**src/rtl/rr_enc_pkg.sv**
```systemverilog
// Shared definitions for the round-robin 8-to-3 request encoder.
// Holds the requester count, the index width, the FSM state encoding and
// the wrapping index increment used to advance the priority pointer.
package rr_enc_pkg;

    localparam int N_REQ = 8;
    localparam int IDX_W = 3;

    localparam logic [0:0] ST_IDLE  = 1'b0;
    localparam logic [0:0] ST_GRANT = 1'b1;

    // 3-bit increment; 7 wraps to 0 by natural modulo arithmetic
    function automatic logic [IDX_W-1:0] idx_inc(input logic [IDX_W-1:0] idx);
        return idx + IDX_W'(1);
    endfunction

endpackage

```
**src/rtl/rr_pick8.sv**
```systemverilog
// Combinational round-robin winner search over eight request lines.
// The request vector is rotated right by ptr so that requester ptr lands
// on bit 0. The lowest set bit of the rotated vector is found, and ptr is
// added back (mod 8) to recover the absolute index.
module rr_pick8
    import rr_enc_pkg::*;
(
    input  logic [N_REQ-1:0] req,
    input  logic [IDX_W-1:0] ptr,
    output logic [IDX_W-1:0] win_idx,
    output logic             any_req
);

    logic [2*N_REQ-1:0] req_dbl;
    logic [N_REQ-1:0]   req_rot;
    logic [IDX_W-1:0]   rot_idx;

    // Doubling the vector turns the rotate into a plain variable slice
    assign req_dbl = {req, req};
    assign req_rot = req_dbl[ptr +: N_REQ];

    // Fixed priority on the rotated vector: the lowest set bit wins
    always_comb begin
        rot_idx = '0;
        for (int i = N_REQ - 1; i >= 0; i--) begin
            if (req_rot[i]) begin
                rot_idx = IDX_W'(i);
            end
        end
    end

    assign win_idx = rot_idx + ptr;
    assign any_req = |req;

endmodule

```
**src/rtl/rr_encoder_8to3.sv**
```systemverilog
// Round-robin 8-to-3 request encoder with a valid/ready grant handshake.
// Converts one-of-eight requests into a registered 3-bit grant index.
// Fairness comes from a rotating pointer that moves past each served index.
// Optional feature macro: RR_ENC_ONEHOT_EN adds a registered one-hot
// copy of the grant (grant_onehot). It is zero whenever no grant is valid.
module rr_encoder_8to3
    import rr_enc_pkg::*;
(
    input  logic             clk,
    input  logic             reset,
    input  logic             enable,
    input  logic [N_REQ-1:0] req,
    input  logic             grant_ready,
    output logic             grant_valid,
    output logic [IDX_W-1:0] grant_idx
`ifdef RR_ENC_ONEHOT_EN
    ,
    output logic [N_REQ-1:0] grant_onehot
`endif
);

    // The index width and search logic assume exactly eight requesters
    if (N_REQ != 8 || IDX_W != 3) begin : g_bad_size
        $error("rr_encoder_8to3 supports only N_REQ=8 with IDX_W=3");
    end

    logic [0:0]       state_reg;
    logic [IDX_W-1:0] ptr_reg;
    logic [IDX_W-1:0] grant_idx_reg;
    logic [IDX_W-1:0] search_ptr;
    logic [IDX_W-1:0] win_idx;
    logic             any_req;
    logic             transfer;
    logic             load;

    assign transfer = (state_reg == ST_GRANT) && grant_ready;

    // After a transfer, the next winner is searched from the advanced pointer
    // within the same cycle. This gives back-to-back grants with no gap.
    assign search_ptr = transfer ? idx_inc(grant_idx_reg) : ptr_reg;
    assign load       = enable && any_req && ((state_reg == ST_IDLE) || transfer);

    rr_pick8 u_pick (
        .req     (req),
        .ptr     (search_ptr),
        .win_idx (win_idx),
        .any_req (any_req)
    );

    // FSM, priority pointer and grant index registers
    always_ff @(posedge clk) begin
        if (reset) begin
            state_reg     <= ST_IDLE;
            ptr_reg       <= '0;
            grant_idx_reg <= '0;
        end else begin
            if (transfer) begin
                ptr_reg <= idx_inc(grant_idx_reg);
            end
            if (load) begin
                grant_idx_reg <= win_idx;
                state_reg     <= ST_GRANT;
            end else if (transfer) begin
                state_reg <= ST_IDLE;
            end
        end
    end

    assign grant_valid = (state_reg == ST_GRANT);
    assign grant_idx   = grant_idx_reg;

`ifdef RR_ENC_ONEHOT_EN
    logic [N_REQ-1:0] win_onehot;
    logic [N_REQ-1:0] grant_onehot_reg;

    for (genvar gi = 0; gi < N_REQ; gi++) begin : g_onehot
        assign win_onehot[gi] = (win_idx == IDX_W'(gi));
    end

    // One-hot grant tracks the index register and clears when the grant retires
    always_ff @(posedge clk) begin
        if (reset) begin
            grant_onehot_reg <= '0;
        end else if (load) begin
            grant_onehot_reg <= win_onehot;
        end else if (transfer) begin
            grant_onehot_reg <= '0;
        end
    end

    assign grant_onehot = grant_onehot_reg;
`endif

endmodule

```
**config.mk**
```make
export PLATFORM = sky130hd
export DESIGN_NAME = rr_encoder_8to3
export DESIGN_NICKNAME = d
export VERILOG_FILES = /design/src/rtl/rr_enc_pkg.sv /design/src/rtl/rr_pick8.sv /design/src/rtl/rr_encoder_8to3.sv
export SDC_FILE = /design/constraint.sdc
export NUM_CORES = 1
export LEC_CHECK = 0
export ABC_AREA = 0
export BUFFER_PORTS_ARGS = -buffer_cell sky130_fd_sc_hd__buf_2
export CORE_MARGIN = 10
export CORE_UTILIZATION = 49
export CTS_CLUSTER_SIZE = 28
export DETAILED_ROUTE_END_ITERATION = 8
export GPL_ROUTABILITY_DRIVEN = 1
export PLACE_DENSITY = 0.77
export SYNTH_ARGS = -nofsm -noshare
export SYNTH_HDL_FRONTEND = slang
export SYNTH_HIERARCHICAL = 1
export SYNTH_SLANG_ARGS = --single-unit
```
**constraint.sdc**
```tcl
create_clock -name clk -period 3.45 [get_ports clk]
set_input_delay 0.345 -clock clk [delete_from_list [all_inputs] [get_ports clk]]
set_output_delay 0.345 -clock clk [all_outputs]
set_load 0.01 [all_outputs]
```
---- After elaboration in Yosys (flattened, before gate mapping) ----
Index checks and enable logic that the tools add are counted.
word-level totals
  register bits after elaboration ......... 7
  latch bits .............................. 0
  memory bits (writable) .................. 0
  bits in read-only memories .............. 0
  output and inout port bits .............. 4
  logic and storage cells ................. 24
  memories ................................ 0
operators by class
  $add $sub $neg .......................... 2
  $mul .................................... 0
  div/mod/pow operators ................... 0
  magnitude comparators ................... 0
  equal/unequal tests ..................... 0
  shift-type cells ........................ 1
  mux-type cells .......................... 11
  bitwise operators ....................... 1
  reduce and logical (&&, ||, !) cells .... 6
operators by type and width
  cell                                                            count
  3-bit two-way mux                                               9
  16-bit by 4-bit indexed part select with 8-bit output           1
  8-bit OR reduction                                              1
  3-bit by 1-bit adder with 3-bit output (second input constant)  1
  3-bit adder                                                     1
  1-bit logical AND                                               3
  1-bit two-way mux                                               2
  2-bit nonzero test                                              1
  1-bit logical OR                                                1
  1-bit NOT                                                       1

---- Depth between registers and ports, before layout ----
  depth in word-level cells ............... 12
  gate-level depth with buffers ........... 16

---- Modules after synthesis ----
The synthesis kept the hierarchy.
modules (own cells, without submodules)
  module           instances  cells each  area an instance (um2)  seq. area each (um2)
  rr_pick8         1          50          519.2                   0.0
  rr_encoder_8to3  1          32          346.6                   140.1

---- Worst setup path before layout ----
Ideal clock, no wire load.
  path kind ............................... register -> register
  from .................................... reg state_reg, in the netlist grant_valid
  to ...................................... reg grant_idx_reg[2], in the netlist grant_idx[2]
  data arrival time ....................... 3.255 ns
  path slack .............................. 0.124 ns
  cell stages (with the launch flop) ...... 17
  clock period less this slack ............ 3.326 ns
  cell sequence ........................... dfxtp_1 > nand2_2 > or2_1 > nand2_1 > buf_6 > mux4_1 > mux2i_1 > o311ai_0 > a21bo_2 > a31oi_1 > ha_1 > inv_1 > fa_1 > xnor2_1 > xnor2_1 > nand2b_1 > mux2i_1
between the ends
  cells in the longest elaborated chain, start to end .. 12
RTL lines
  element                                                line                   RTL
  from (decl)                                            rr_encoder_8to3.sv:27  logic [0:0] state_reg;
  from (signal assigned)                                 rr_encoder_8to3.sv:53  state_reg <= ST_IDLE;
  from (signal assigned)                                 rr_encoder_8to3.sv:62  state_reg <= ST_GRANT;
  from (signal assigned)                                 rr_encoder_8to3.sv:64  state_reg <= ST_IDLE;
  1-bit logical AND *                                    rr_encoder_8to3.sv:36  assign transfer = (state_reg == ST_GRANT) && grant_ready;
  3-bit two-way mux *                                    -
  via search_ptr[0]                                      rr_encoder_8to3.sv:30  logic [IDX_W-1:0] search_ptr;
  16-bit by 4-bit indexed part select with 8-bit output  rr_pick8.sv:20         assign req_rot = req_dbl[ptr +: N_REQ];
  3-bit two-way mux (8 in series)                        rr_pick8.sv:26         if (req_rot[i]) begin
  3-bit adder *                                          rr_pick8.sv:32         assign win_idx = rot_idx + ptr;
  via win_idx[2]                                         rr_encoder_8to3.sv:31  logic [IDX_W-1:0] win_idx;
  to (signal assigned)                                   rr_encoder_8to3.sv:61  grant_idx_reg <= win_idx;
  to (decl)                                              rr_encoder_8to3.sv:29  logic [IDX_W-1:0] grant_idx_reg;
The timed path passes the listed nets; every way through them passes the cells marked *.
A chain may end at the register's enable or synchronous reset.

---- Worst setup path in the final report ----
  from .................................... reg grant_idx_reg[0], in the netlist grant_idx[0]
  to ...................................... reg grant_idx_reg[2], in the netlist grant_idx[2]
between the ends
  cells in the longest elaborated chain, start to end .. 12
RTL lines
  element                                                line                   RTL
  3-bit by 1-bit adder with 3-bit output *               rr_enc_pkg.sv:14       return idx + IDX_W'(1);
  3-bit two-way mux *                                    -
  via search_ptr[1]                                      rr_encoder_8to3.sv:30
  16-bit by 4-bit indexed part select with 8-bit output  rr_pick8.sv:20
  3-bit two-way mux (8 in series)                        rr_pick8.sv:26
  3-bit adder *                                          rr_pick8.sv:32
  via win_idx[2]                                         rr_encoder_8to3.sv:31
Marked as above.

==> results_dict.tcl <==
set metrics [dict create \
    hold_depth 3 \
    synth_nets 97 \
    worstReg2RegStart "grant_idx[0]" \
    reg2reg_to "grant_idx[2]" \
    required_ns 3.63 \
    status "finished clean" \
    hp-class "in -> reg" \
    grt_usage 0.108 \
    synth_common_cells "mux2i_1 (8), nand2_1 (8), dfxtp_1 (7), mux4_1 (7), nand2b_1 (6)" \
    clk_pin_slew_worst_paths_ns 0.05 \
    async_flop_share 0 \
    start_kind "register" \
    wl_per_cell_um 14.9 \
    tns_ns 0 \
    critPathLaunch "grant_idx[0]" \
    gp_congestion 0.829 \
    chipWidth_um 62.0 \
    dieHeight_um 62.0 \
    synth.largest_area_cell "mux4_1" \
    via_per_inst 5.57 \
    rrSetupSlack_ns 0.15 \
    power_frac_comb 0.508 \
    cp-end-kind "register" \
    wl_um 1920 \
    initial_utilization 0.507 \
    post-dp-hpwl_um 1440 \
    antenna_cells 0 \
    drtPass1Iterations 2 \
    syn_area_um2 866 \
    cts_num_sinks 7 \
    clock.fmax_mhz 303 \
    syn-instance-count 82 \
    drc 0 \
    power.switching_w 0.000115 \
    swShare 0.341 \
    finalClockSkew_ns 0.00523 \
    num_rows 15 \
    fp.coreArea_um2 1710 \
    yosysUniqueCellTypes 34 \
    maxSlewHeadroom 0.775 \
    place_inst 122 \
    drt_iter0_markers 4 \
    maxCapViolCount 0 \
    hold_start "grant_ready" \
    path_class "reg -> reg" \
    yosysSeqAreaShare 0.162 \
    finalCriticalPeriod_ns 3.30 \
    seqPwrFrac 0.271 \
    synthFlopType "dfxtp_1" \
    die_area_um2 3850 \
    p_per_area_nw_per_um2 310 \
    cp.arrival_ns 3.48 \
    slew_viol_final 0 \
    syn_area_per_cell_um2 10.6 \
    intPower_w 0.000223 \
    final_cells 129 \
    path_max_fanout 7 \
    rr_worst_depth 15 \
    fin_ws_ns 0.146 \
    synth.area.top_cells "mux4_1 (21%), dfxtp_1 (16%), mux2i_1 (9.2%)" \
    holdBufCountCts 0 \
    antenna_found_initial 0 \
    ys_ff_latch 7 \
    grt_pass1_wl_um 3090 \
    placed_cell_area_um2 976 \
    clock_latency_ns 0.25 \
    hold-path-endpoint "grant_valid" \
    drive_gt1_frac 0.490 \
    post-route-period-util 0.958 \
    synthToLayoutAreaGrowth_pct 25.9 \
    routed-via-count 719 \
    place_ws_ns 0.000139 \
    synth_edf_count 0 \
    synth_top_area_frac 0.212 \
    cts_max_path_buffers 2 \
    ant_nets 0 \
    ios 16 \
    num-nets-final 120 \
    grt_pass1_vias 686 \
    stdcell_area_um2 1090 \
    io_buffer_count 15 \
    hold_viol 0 \
    p_leak_nw 0.446 \
    cts_buffers 3 \
    htreeDepth 1 \
    finalSetupViolCount 0 \
    tightest_slew_ns 0.328 \
    ys_warn_count 6 \
    vdd_drop_max_v 0.000202 \
    cts_tree "built" \
    cts_root_buffer "clkbuf_4" \
    overflow 0 \
    power_frac_clock 0.220 \
    grt_max_degree 12 \
]
[cell usage in the layout (no fill, tap or decap), drive strengths merged]
cell,count
buf,22
nand2,9
mux2i,8
dfxtp,7
mux4,7
nand2b,6
mux2,6
inv,5
clkbuf,4
nor2b,3
a21oi,2
o211ai,2
nor4,2
ha,2
xnor2,2
or2,1
xor2,1
or2b,1
and2,1
a211oi,1
o211a,1
o21a,1
nor3b,1
nor3,1
o21ai,1
o311ai,1
a21bo,1
nor2,1
a211o,1
a31oi,1
o2111ai,1
fa,1
[layer usage]
layer	up-vias	GRT usage	part of all wire
met3	0	0.0407	0.034
met5	-	0	0
li1	358	-	-
met4	0	0.0287	0
met2	12	0.186	0.53
met1	349	0.123	0.44
[power by group through the flow]
stage / Combinational, W / Clock [W] / Sequential, W
2_1_floorplan: 0.000101 / 0 / 0.0000946
3_3_place_gp: 0.000136 / 0 / 0.0000926
3_5_place_dp: 0.000140 / 0 / 0.0000928
4_1_cts: 0.000141 / 0.0000769 / 0.0000913
5_1_grt: 0.000189 / 0.0000843 / 0.0000925
6_report: 0.000172 / 0.0000744 / 0.0000916
[area by class of cell]
type	count	area, µm²
fill	137	618
inverter	5	18.8
multi-input combinational	66	719
sequential	7	143
clock buffer	4	26.3
timing repair buffer	22	151
tap	25	31.3
[per-stage QoR]
step,util,power [W],hold slack [ns]
after floorplan,-,0.000196,0.444
after global placement,0.571,0.000229,0.452
after detailed placement,0.571,0.000233,0.458
after CTS,0.587,0.000309,0.392
after global routing,0.638,0.000366,0.411
final,0.638,0.000338,0.403
[what timing repair did]
| action | 4_1_cts | 5_1_grt |
|---|---|---|
| gates resized for setup | 0 | 20 |
| setup endpoints to repair | 0 | 2 |
| setup buffers | 0 | 3 |
[critical path: stages (launching register included)]
cell      delay [ns]
dfxtp_2         0.32
ha_1            0.29
mux2_4          0.31
buf_8           0.14
buf_12          0.12
mux4_2          0.29
and2_1          0.20
a211o_1         0.29
a31oi_2         0.17
ha_2            0.19
inv_1           0.05
fa_2            0.37
xnor2_2         0.17
xnor2_1         0.13
nand2b_1        0.07
mux2i_1         0.12
[cell families after synthesis]
kind of cell / share of synthesized area
simple gates: 0.189
compound gates: 0.118
buf+inv: 0.0520
xor+xnor: 0.0304
fa+ha+maj: 0.0520
flops: 0.162
mux: 0.396
[worst max path at each step]
stage | depth (start not counted) | slack [ns] | endpoint
after floorplan | 16 | 0.12 | grant_idx[2]
after global placement | 16 | 0.06 | grant_idx[2]
after detailed placement | 16 | 0.0001 | grant_idx[2]
after CTS | 14 | 0.05 | grant_idx[2]
after global routing | 14 | -0.03 | grant_idx[2]
final | 15 | 0.15 | grant_idx[2]
Power figures use the tool's default switching activity.
